`src/rtl/texture_load_controller_if.sv`:
```
// Command, rasterizer-handshake, AXI-stream and status signals of the texture load controller.
interface texture_load_controller_if #(
  parameter int unsigned STREAM_WIDTH = 16
);
  logic                    cmdValid;
  logic                    cmdReady;
  logic [3:0]              cmdMode;
  logic                    rasterizerIdle;
  logic                    rasterizerStall;
  logic                    s_axis_tvalid;
  logic                    s_axis_tready;
  logic                    s_axis_tlast;
  logic [STREAM_WIDTH-1:0] s_axis_tdata;
  logic                    m_axis_tvalid;
  logic                    m_axis_tready;
  logic                    m_axis_tlast;
  logic [STREAM_WIDTH-1:0] m_axis_tdata;
  logic [3:0]              texMode;
  logic                    loadDone;
  logic                    loadError;

  // Controller side
  modport slave (
    input  cmdValid, cmdMode, rasterizerIdle,
    input  s_axis_tvalid, s_axis_tlast, s_axis_tdata, m_axis_tready,
    output cmdReady, rasterizerStall, s_axis_tready,
    output m_axis_tvalid, m_axis_tlast, m_axis_tdata,
    output texMode, loadDone, loadError
  );

  // Command parser / stream source / texture buffer side
  modport master (
    output cmdValid, cmdMode, rasterizerIdle,
    output s_axis_tvalid, s_axis_tlast, s_axis_tdata, m_axis_tready,
    input  cmdReady, rasterizerStall, s_axis_tready,
    input  m_axis_tvalid, m_axis_tlast, m_axis_tdata,
    input  texMode, loadDone, loadError
  );
endinterface

```
`src/rtl/texture_load_controller.sv`:
```
// Texture load controller: accepts a load command, stalls the rasterizer until it
// drains, forwards exactly one texture of beats into the texture buffer, and
// publishes the new texture mode only after a complete upload.
module texture_load_controller #(
  parameter int unsigned STREAM_WIDTH = 16
) (
  input  logic                      clk,
  input  logic                      reset,
  texture_load_controller_if.slave  bus
);

  localparam int unsigned PIXEL_WIDTH = 16;
  localparam int unsigned CNT_W       = 15;
  localparam int unsigned BEATS_32    = (1024  * PIXEL_WIDTH) / STREAM_WIDTH;
  localparam int unsigned BEATS_64    = (4096  * PIXEL_WIDTH) / STREAM_WIDTH;
  localparam int unsigned BEATS_128   = (16384 * PIXEL_WIDTH) / STREAM_WIDTH;

  typedef enum logic [1:0] {IDLE, WAIT_IDLE, STREAM, DONE} state_t;

  state_t                  state_q, state_d;
  logic [3:0]              pending_mode_q;
  logic [CNT_W-1:0]        beat_cnt_q;
  logic [3:0]              tex_mode_q;
  logic                    load_done_q;
  logic                    load_error_q;
  logic                    stall_q;

  logic                    mode_legal_c;
  logic [CNT_W-1:0]        last_idx_c;
  logic                    last_beat_c;
  logic                    hs_c;
  logic                    cmd_ready_c;
  logic                    s_tready_c;
  logic                    m_tvalid_c;
  logic                    m_tlast_c;
  logic [STREAM_WIDTH-1:0] m_tdata_c;

  // Mode legality and index of the final beat for the pending texture size
  always_comb begin
    mode_legal_c = (bus.cmdMode == 4'b0001) || (bus.cmdMode == 4'b0010) ||
                   (bus.cmdMode == 4'b0100);
    case (pending_mode_q)
      4'b0010: last_idx_c = CNT_W'(BEATS_64 - 1);
      4'b0100: last_idx_c = CNT_W'(BEATS_128 - 1);
      default: last_idx_c = CNT_W'(BEATS_32 - 1);
    endcase
    last_beat_c = (beat_cnt_q == last_idx_c);
    hs_c        = (state_q == STREAM) && bus.s_axis_tvalid && bus.m_axis_tready;
  end

  // State register
  always_ff @(posedge clk) begin
    if (reset) state_q <= IDLE;
    else       state_q <= state_d;
  end

  // Next state and stream passthrough
  always_comb begin
    state_d     = state_q;
    cmd_ready_c = 1'b0;
    s_tready_c  = 1'b0;
    m_tvalid_c  = 1'b0;
    m_tlast_c   = 1'b0;
    m_tdata_c   = '0;
    case (state_q)
      IDLE: begin
        cmd_ready_c = 1'b1;
        if (bus.cmdValid && mode_legal_c) state_d = WAIT_IDLE;
      end
      WAIT_IDLE: begin
        if (bus.rasterizerIdle) state_d = STREAM;
      end
      STREAM: begin
        m_tvalid_c = bus.s_axis_tvalid;
        s_tready_c = bus.m_axis_tready;
        m_tdata_c  = bus.s_axis_tdata;
        m_tlast_c  = last_beat_c || bus.s_axis_tlast;
        if (hs_c && (last_beat_c || bus.s_axis_tlast)) state_d = DONE;
      end
      DONE: state_d = IDLE;
      default: state_d = IDLE;
    endcase
  end

  // Pending mode, beat counter, published mode and status flags
  always_ff @(posedge clk) begin
    if (reset) begin
      pending_mode_q <= '0;
      beat_cnt_q     <= '0;
      tex_mode_q     <= '0;
      load_done_q    <= 1'b0;
      load_error_q   <= 1'b0;
      stall_q        <= 1'b0;
    end else begin
      stall_q     <= (state_d == WAIT_IDLE) || (state_d == STREAM);
      load_done_q <= (state_d == DONE);
      if (state_q != STREAM) beat_cnt_q <= '0;
      if ((state_q == IDLE) && bus.cmdValid) begin
        pending_mode_q <= bus.cmdMode;
        load_error_q   <= !mode_legal_c;
      end
      if (hs_c) begin
        if (last_beat_c) begin
          tex_mode_q <= pending_mode_q;
        end else if (bus.s_axis_tlast) begin
          // Short upload: mark the texture invalid
          tex_mode_q   <= '0;
          load_error_q <= 1'b1;
        end else begin
          beat_cnt_q <= beat_cnt_q + CNT_W'(1);
        end
      end
    end
  end

  assign bus.cmdReady        = cmd_ready_c;
  assign bus.rasterizerStall = stall_q;
  assign bus.s_axis_tready   = s_tready_c;
  assign bus.m_axis_tvalid   = m_tvalid_c;
  assign bus.m_axis_tlast    = m_tlast_c;
  assign bus.m_axis_tdata    = m_tdata_c;
  assign bus.texMode         = tex_mode_q;
  assign bus.loadDone        = load_done_q;
  assign bus.loadError       = load_error_q;

endmodule
```
`src/flat_wrapper.sv`:
```
// flat-port wrapper written by rule: the top's interface ports become plain ports
module texture_load_controller_flat 
#(
  parameter int unsigned STREAM_WIDTH = 16
)
  (clk, reset, bus_cmdValid, bus_cmdMode, bus_rasterizerIdle, bus_s_axis_tvalid, bus_s_axis_tlast, bus_s_axis_tdata, bus_m_axis_tready, bus_cmdReady, bus_rasterizerStall, bus_s_axis_tready, bus_m_axis_tvalid, bus_m_axis_tlast, bus_m_axis_tdata, bus_texMode, bus_loadDone, bus_loadError);
  texture_load_controller_if #(.STREAM_WIDTH(STREAM_WIDTH)) bus_i ();
  input  logic clk;
  input  logic reset;
  input wire logic [$bits(bus_i.cmdValid)-1:0] bus_cmdValid;
  input wire logic [$bits(bus_i.cmdMode)-1:0] bus_cmdMode;
  input wire logic [$bits(bus_i.rasterizerIdle)-1:0] bus_rasterizerIdle;
  input wire logic [$bits(bus_i.s_axis_tvalid)-1:0] bus_s_axis_tvalid;
  input wire logic [$bits(bus_i.s_axis_tlast)-1:0] bus_s_axis_tlast;
  input wire logic [$bits(bus_i.s_axis_tdata)-1:0] bus_s_axis_tdata;
  input wire logic [$bits(bus_i.m_axis_tready)-1:0] bus_m_axis_tready;
  output wire logic [$bits(bus_i.cmdReady)-1:0] bus_cmdReady;
  output wire logic [$bits(bus_i.rasterizerStall)-1:0] bus_rasterizerStall;
  output wire logic [$bits(bus_i.s_axis_tready)-1:0] bus_s_axis_tready;
  output wire logic [$bits(bus_i.m_axis_tvalid)-1:0] bus_m_axis_tvalid;
  output wire logic [$bits(bus_i.m_axis_tlast)-1:0] bus_m_axis_tlast;
  output wire logic [$bits(bus_i.m_axis_tdata)-1:0] bus_m_axis_tdata;
  output wire logic [$bits(bus_i.texMode)-1:0] bus_texMode;
  output wire logic [$bits(bus_i.loadDone)-1:0] bus_loadDone;
  output wire logic [$bits(bus_i.loadError)-1:0] bus_loadError;
  assign bus_i.cmdValid = bus_cmdValid;
  assign bus_i.cmdMode = bus_cmdMode;
  assign bus_i.rasterizerIdle = bus_rasterizerIdle;
  assign bus_i.s_axis_tvalid = bus_s_axis_tvalid;
  assign bus_i.s_axis_tlast = bus_s_axis_tlast;
  assign bus_i.s_axis_tdata = bus_s_axis_tdata;
  assign bus_i.m_axis_tready = bus_m_axis_tready;
  assign bus_cmdReady = bus_i.cmdReady;
  assign bus_rasterizerStall = bus_i.rasterizerStall;
  assign bus_s_axis_tready = bus_i.s_axis_tready;
  assign bus_m_axis_tvalid = bus_i.m_axis_tvalid;
  assign bus_m_axis_tlast = bus_i.m_axis_tlast;
  assign bus_m_axis_tdata = bus_i.m_axis_tdata;
  assign bus_texMode = bus_i.texMode;
  assign bus_loadDone = bus_i.loadDone;
  assign bus_loadError = bus_i.loadError;
  texture_load_controller #(.STREAM_WIDTH(STREAM_WIDTH)) u_core (.clk(clk), .reset(reset), .bus(bus_i));
endmodule
```
`config.mk`:
```
export PLATFORM = sky130hd
export DESIGN_NAME = texture_load_controller_flat
export DESIGN_NICKNAME = d
export VERILOG_FILES = /design/src/rtl/texture_load_controller_if.sv /design/src/rtl/texture_load_controller.sv /design/src/flat_wrapper.sv
export SDC_FILE = /design/constraint.sdc
export NUM_CORES = 1
export LEC_CHECK = 0
export CAP_MARGIN = 20
export CORE_UTILIZATION = 33
export CTS_CLUSTER_SIZE = 14
export DETAILED_ROUTE_END_ITERATION = 12
export PLACE_DENSITY = 0.69
export SKIP_LAST_GASP = 1
export SLEW_MARGIN = 20
export SYNTH_ARGS = -nofsm -noshare
export SYNTH_HDL_FRONTEND = slang
export SYNTH_SLANG_ARGS = --single-unit
```
`constraint.sdc`:
```
create_clock -name clk -period 2.75 [get_ports clk]
set_clock_uncertainty 0.15 [all_clocks]
set_input_delay 0.275 -clock clk [delete_from_list [all_inputs] [get_ports clk]]
set_output_delay 0.275 -clock clk [all_outputs]
set_load 0.005 [all_outputs]
```
---- After elaboration in Yosys (flattened, before gate mapping) ----
Cells that the tools add are included.
word-level totals
  bits in registers ....................... 28
  input bits .............................. 27
operators by class
  add/subtract/negate cells ............... 1
  equal/unequal tests ..................... 13
  multiplexer cells ....................... 20
  reduce and logical (&&, ||, !) cells .... 13
operator list
  cell                                            number
  two-way mux 15 bit                              4
  one-hot mux 14 bit (2 select lines)             1
  two-way mux 16 bit                              1
  adder 15 x 1 -> 15 bit (second input constant)  1
  == test 15 x 14 -> 1 bit                        1
  == test 2 bit (second input constant)           4
  == test 4 x 2 -> 1 bit (second input constant)  2
  == test 4 x 3 -> 1 bit (second input constant)  2
  two-way mux 1 bit                               8
  two-way mux 4 bit                               2
  one-hot mux 2 bit (4 select lines)              1
  two-way mux 2 bit                               3
  logical AND 1 bit                               5
  == test 2 x 1 -> 1 bit (second input constant)  2
  == test 4 x 1 -> 1 bit (second input constant)  1
  logical OR 1 bit                                4
  logical NOT 2 bit                               1
  inequality test 2 bit (second input constant)   1
  AND reduction 2 bit                             1
  nonzero test 2 bit                              1
  logical NOT 1 bit                               1

---- Depth between registers and ports, before layout ----
  depth in word-level cells ............... 9
  depth in mapped cells ................... 9
  gate-level depth less buffers ........... 8

---- Worst setup path before layout ----
OpenSTA, ideal clock, no wires.
  kind .................................... register to register
  start point ............................. register u_core.pending_mode_q[0]
  end point ............................... register u_core.stall_q (netlist: u_core.bus.rasterizerStall)
  data arrival time ....................... 1855 ps
  required time ........................... 2472 ps
  slack ................................... 617 ps
  stages on the path, launching flop included .. 9
  path buffers ............................ 1
  period minus slack after synthesis ...... 2133 ps
  cell sequence ........................... dfxtp_1 -> nor4b_1 -> mux2i_1 -> a211oi_4 -> buf_4 -> o21ai_1 -> nand2_1 -> ha_1 -> nor2b_1
between the ends
  longest elaborated chain between the ends .. 9
ends and longest elaborated chain
  element                                                           line                           source
  start, declared                                                   texture_load_controller.sv:21  logic [3:0] pending_mode_q;
  start signal, assigned                                            texture_load_controller.sv:99  pending_mode_q <= bus.cmdMode;
  == test 4 x 3 -> 1 bit or == test 4 x 2 -> 1 bit (tied branches)  texture_load_controller.sv:42  case (pending_mode_q)
  one-hot mux 14 bit (2 select lines) *                             texture_load_controller.sv:42
  == test 15 x 14 -> 1 bit *                                        texture_load_controller.sv:47  last_beat_c = (beat_cnt_q == last_idx_c);
  logical OR 1 bit *                                                texture_load_controller.sv:78  if (hs_c && (last_beat_c || bus.s_axis_tlast)) state_d = DONE;
  logical AND 1 bit *                                               texture_load_controller.sv:78
  two-way mux 2 bit *                                               texture_load_controller.sv:78
  one-hot mux 2 bit (4 select lines) *                              texture_load_controller.sv:65  case (state_q)
  == test 2 x 1 -> 1 bit or == test 2 bit (tied branches)           texture_load_controller.sv:95  stall_q <= (state_d == WAIT_IDLE) || (state_d == STREAM);
  logical OR 1 bit *                                                texture_load_controller.sv:95
  end signal, assigned                                              texture_load_controller.sv:95
  end, declared                                                     texture_load_controller.sv:26  logic stall_q;
Mark *: on every way between the ends. The rest lies on a longest branch, timed or not.
A chain may end at the register's enable or synchronous reset.

---- Final worst setup path ----
  start point ............................. register u_core.beat_cnt_q[0]
  end point ............................... output port bus_m_axis_tlast
between the ends
  longest elaborated chain between the ends .. 3
ends and longest elaborated chain
  element                   line                            source
  start, declared           texture_load_controller.sv:22   logic [CNT_W-1:0] beat_cnt_q;
  start signal, assigned    texture_load_controller.sv:110  beat_cnt_q <= beat_cnt_q + CNT_W'(1);
  == test 15 x 14 -> 1 bit  texture_load_controller.sv:47
  logical OR 1 bit          texture_load_controller.sv:77   m_tlast_c = last_beat_c || bus.s_axis_tlast;
  two-way mux 1 bit         texture_load_controller.sv:65
  end, declared             flat_wrapper.sv:21              output wire logic [$bits(bus_i.m_axis_tlast)-1:0] bus_m_axis_tlast;
No other way between the ends.

==> results.txt <==
The data required time of the worst path is 2330 ps. The portion of netlist area occupied by mux cells came out at 3.780%. The clock period minus worst slack came out at 2621 ps.

On the worst path, the slowest cell contributes a delay of 510 ps. The register area share after synthesis is 35.28%. Yosys printed 0 warnings. The distinct cell type count after synthesis is 43. STA classifies the critical path endpoint as an output pin. The net count after synthesis came out at 217. The all-layer global routing usage is 14.96%. The total net switching power is 186.5 uW. The final reports fail on design-rule violations. Setup repair after global routing left no endpoint under its margin.

TritonCTS built the clock tree. The startpoint identified for the worst hold timing path is u_core.bus.texMode[1]. Once the floorplan was initialized, standard cells occupied 35.28% of the core. The sum of negative setup slack came out at 0 ps.

The die covers 5097 um2. In this run the critical register-to-register path is launched from u_core.beat_cnt_q[0]. For hold timing, the worst endpoint is u_core.bus.texMode[1]. In this run the clock root is driven by a sky130_fd_sc_hd__clkbuf_8. After detailed routing, the number of vias per cell comes to 5.400. The maximum number of pins on one net before global-route repair came out at 26. The post-placement cell count came out at 286. By area, the combinational part of the netlist is dominated by simple AND/OR/NAND/NOR gates.

Global routing finished with a remaining overflow of 0. The worst setup path is launched from a flip-flop. The power consumption is 798.1 uW.

The portion of total power attributed to sequential cells is 52.6%. The measured slew at the worst slew-check pin came out at 450.9 ps. The count of nets left with antenna violations once routing finished came out at 0. The synthesized netlist devotes 1.102% of its cell area to XOR and XNOR gates. From left edge to right edge, the die measures 71.39 um. The count of maximum capacitance violations came out at 0. The library cell used most frequently in the layout, excluding fill and tap cells, is sky130_fd_sc_hd__clkdlybuf4s50_1. Post-CTS repair changed the size of 0 cells. The clock latency on the worst-skew pair is 280 ps. In this run, synthesis inferred 0 flip-flops with an integrated enable. Headroom to the max-slew limit came out at 69.94%.

VDD sags by at most 0.0001668 V. The async set or reset register ratio after synthesis came out at 0%. The fraction of final layout cells sized beyond drive strength 1 is 5.462%. Traced cell by cell, the critical path runs through ha_1, and4_1, nand3_2, a211oi_4, nor2_1, nor2_1, clkdlybuf4s50_1.

The number of cells on the critical path is 7. Detailed placement ended at an HPWL of 2.859 mm. The worst reg-to-reg setup slack is 430 ps.

In this run the worst hold path is classified as flip-flop to flip-flop. Of the total synthesized cell area, the portion taken by full adders, half adders and majority gates is 1.575%. The switching share of power is 23.36%. The largest area contributor in the synthesized netlist is sky130_fd_sc_hd__dfxtp_1. The most prevalent standard cell on the critical path is sky130_fd_sc_hd__nor2_1.

The relative contribution of the clock network to total power came out at 32.9%. The worst setup path is of the flip-flop to output pin kind. The arrival time at the worst endpoint is 2200 ps. Among all stages on the critical path, the largest delay is contributed by sky130_fd_sc_hd__clkdlybuf4s50_1. The detailed-route via count is 1,566. The largest buffer count on any clock path is 2.

From synthesis to final layout, the design area changed by 38.43%. The total length of routed wires came out at 3.812 mm. The area fraction in compound gates after synthesis is 17.09%. The maximum clock frequency is 381.6 MHz. The final routed wire length divided by cell count is 13.14 um. At the end of routability-driven placement, the weighted congestion stood at 0.8238. Summed over its instances, the top area cell type makes up 35.28% of the synthesized netlist area. A synthesized cell averages 8.452 um2.

By area the synthesized netlist is led by sky130_fd_sc_hd__dfxtp_1, sky130_fd_sc_hd__and2_1, sky130_fd_sc_hd__mux2i_1. Leaving out filler cells and counting taps, the final layout contains 290. The port buffer count is 53. The post-synthesis instance area came out at 1589 um2. In the final design database the tool counted 268 nets. The cell depth of the worst hold path came out at 1. 0 antenna diodes ended up in the layout.

The number of remaining DRC errors came out at 9. The placeable core area is 4504 um2. The final-report setup violation count is 0. The number of antenna violations at the first check in global routing came out at 0.

The end of the worst register-to-register path is u_core.bus.rasterizerStall. Clock tree synthesis inserted a total of 3 buffers. The number of failing hold endpoints at the final stage came out at 0. The flow ran to the end, but the final reports show violations.

Together, buffers and inverters on the worst path number 1. The maximum net fanout on the critical path is 7. The internal power contribution is 611.7 uW. The number of cell instances on the worst register-to-register path is 9. After clock tree synthesis, the clock-pin slew on the worst setup and hold paths is 100 ps. The number of levels the H-tree was split into came out at 1. The post-CTS setup repair buffer count is 0.

The number of global-route vias before repair is 1,334. The simple logic cell fraction of the synthesized area is 37.01%. The power density over the cells is 362.9 nW/um2. The wire length of the first global-routing pass came out at 6.113 mm. Dividing the final minimum period by the clock period gives 95.31%. Before antenna repair, the detailed router went through 9 iterations.

The critical path starts at u_core.beat_cnt_q[0]. In this design, the largest share of critical-path delay is due to simple AND/OR/NAND/NOR gates. Leaving out fill and tap cells, the most frequent cells in the layout are sky130_fd_sc_hd__clkdlybuf4s50_1, sky130_fd_sc_hd__dfxtp_1, sky130_fd_sc_hd__and2_1. The count of hold buffers inserted by post-cts repair came out at 0.

In this run the vertical extent of the chip is 71.39 um. The synthesized instance count came out at 188. The most used flip-flop cell after synthesis is sky130_fd_sc_hd__dfxtp_1. The static leakage is 0.7983 nW. The starting DRC count in detailed routing came out at 97. The number of rows created at floorplan came out at 24. Of the total power, combinational logic draws 14.5%. The number of top-level pins came out at 54. The number of synthesized register bits is 28. The sink count of the clock tree is 28. The number of max-slew violations in the final report is 0.
-- power by group through the flow --
| stage | Combinational [mW] | Clock [mW] | Sequential (mW) |
|---|---|---|---|
| after global routing | 0.126 | 0.280 | 0.421 |
| after CTS | 0.116 | 0.267 | 0.420 |
| after detailed placement | 0.116 | 0 | 0.429 |
| after floorplan | 0.0520 | 0 | 0.428 |
| final | 0.115 | 0.263 | 0.420 |
| after global placement | 0.114 | 0 | 0.429 |
-- cell type report --
cell class	count	area [um2]
Multi-Input combinational cell	149	962.2
Fill cell	468	2305
Timing Repair Buffer	56	553.0
Clock buffer	4	55.05
Inverter	1	3.754
Sequential cell	28	560.5
Tap cell	52	65.06
-- layer usage --
layer	track usage [%]	wire, um	vias up	part of all wire [%]
li1	-	-	789	-
met1	21.33	1937	715	51
met2	22.33	1544	57	41
met3	3.094	273	5	7.2
met4	5.333	57	0	1.5
met5	0	0	-	0
-- worst reg2reg max path: stages (launching register included) --
cell,delay [ps]
sky130_fd_sc_hd__dfxtp_1,370
sky130_fd_sc_hd__ha_1,170
sky130_fd_sc_hd__and4_1,260
sky130_fd_sc_hd__nand3_2,180
sky130_fd_sc_hd__a211oi_4,270
sky130_fd_sc_hd__buf_4,280
sky130_fd_sc_hd__o21ai_1,120
sky130_fd_sc_hd__nand2_1,80
sky130_fd_sc_hd__ha_1,210
sky130_fd_sc_hd__nor2b_1,130
-- cells in the mapped netlist, types with 3 or more instances --
master                     instances
sky130_fd_sc_hd__and2_1           20
sky130_fd_sc_hd__a21oi_1          11
sky130_fd_sc_hd__buf_4             3
sky130_fd_sc_hd__a22o_1            4
sky130_fd_sc_hd__nand2_1          16
sky130_fd_sc_hd__nor2_1           15
sky130_fd_sc_hd__clkbuf_1          4
sky130_fd_sc_hd__o211ai_1          3
sky130_fd_sc_hd__a211o_1           6
sky130_fd_sc_hd__nor4_1            8
sky130_fd_sc_hd__or4_1             7
sky130_fd_sc_hd__nand3_1           4
sky130_fd_sc_hd__dfxtp_1          28
sky130_fd_sc_hd__mux2i_1           6
sky130_fd_sc_hd__nor2b_1           4
sky130_fd_sc_hd__o21ai_0           7
sky130_fd_sc_hd__o31ai_1           5
sky130_fd_sc_hd__or3_1             7
-- registers in the layout (all words and copies together), names as in the netlist --
signal,count
u_core.bus.rasterizerStall,1
u_core.bus.loadDone,1
u_core.bus.texMode,4
u_core.beat_cnt_q,15
u_core.state_q,2
u_core.pending_mode_q,4
u_core.bus.loadError,1
-- worst max-delay path by stage --
stage | to | slack, ps
floorplan | u_core.bus.rasterizerStall | 620
global placement | u_core.bus.rasterizerStall | 490
detailed placement | u_core.bus.rasterizerStall | 430
CTS | bus_m_axis_tlast | 130
global route | bus_m_axis_tlast | 10
finish | bus_m_axis_tlast | 130
-- kinds of logic after synthesis --
family	after synthesis
DFF	28
and+or+nand+nor	100
muxes	6
adders and majority gates	2
AOI/OAI and AO/OA	39
buffers and inverters	11
xor gates and xnor gates	2
-- stage by stage --
step                hold WS (ps)  worst slack [ps]  instance area [um2]  utilization, %
global placement           322.6             490.4                 2145           47.61
global route               363.9             10.50                 2200           48.83
floorplan                  272.3             617.0                 1589               -
finish                     337.1             129.1                 2200           48.83
detailed placement         322.6             433.3                 2145           47.61
CTS                        342.8             129.9                 2200           48.83
No activity file was read; power rests on OpenSTA's default activity.
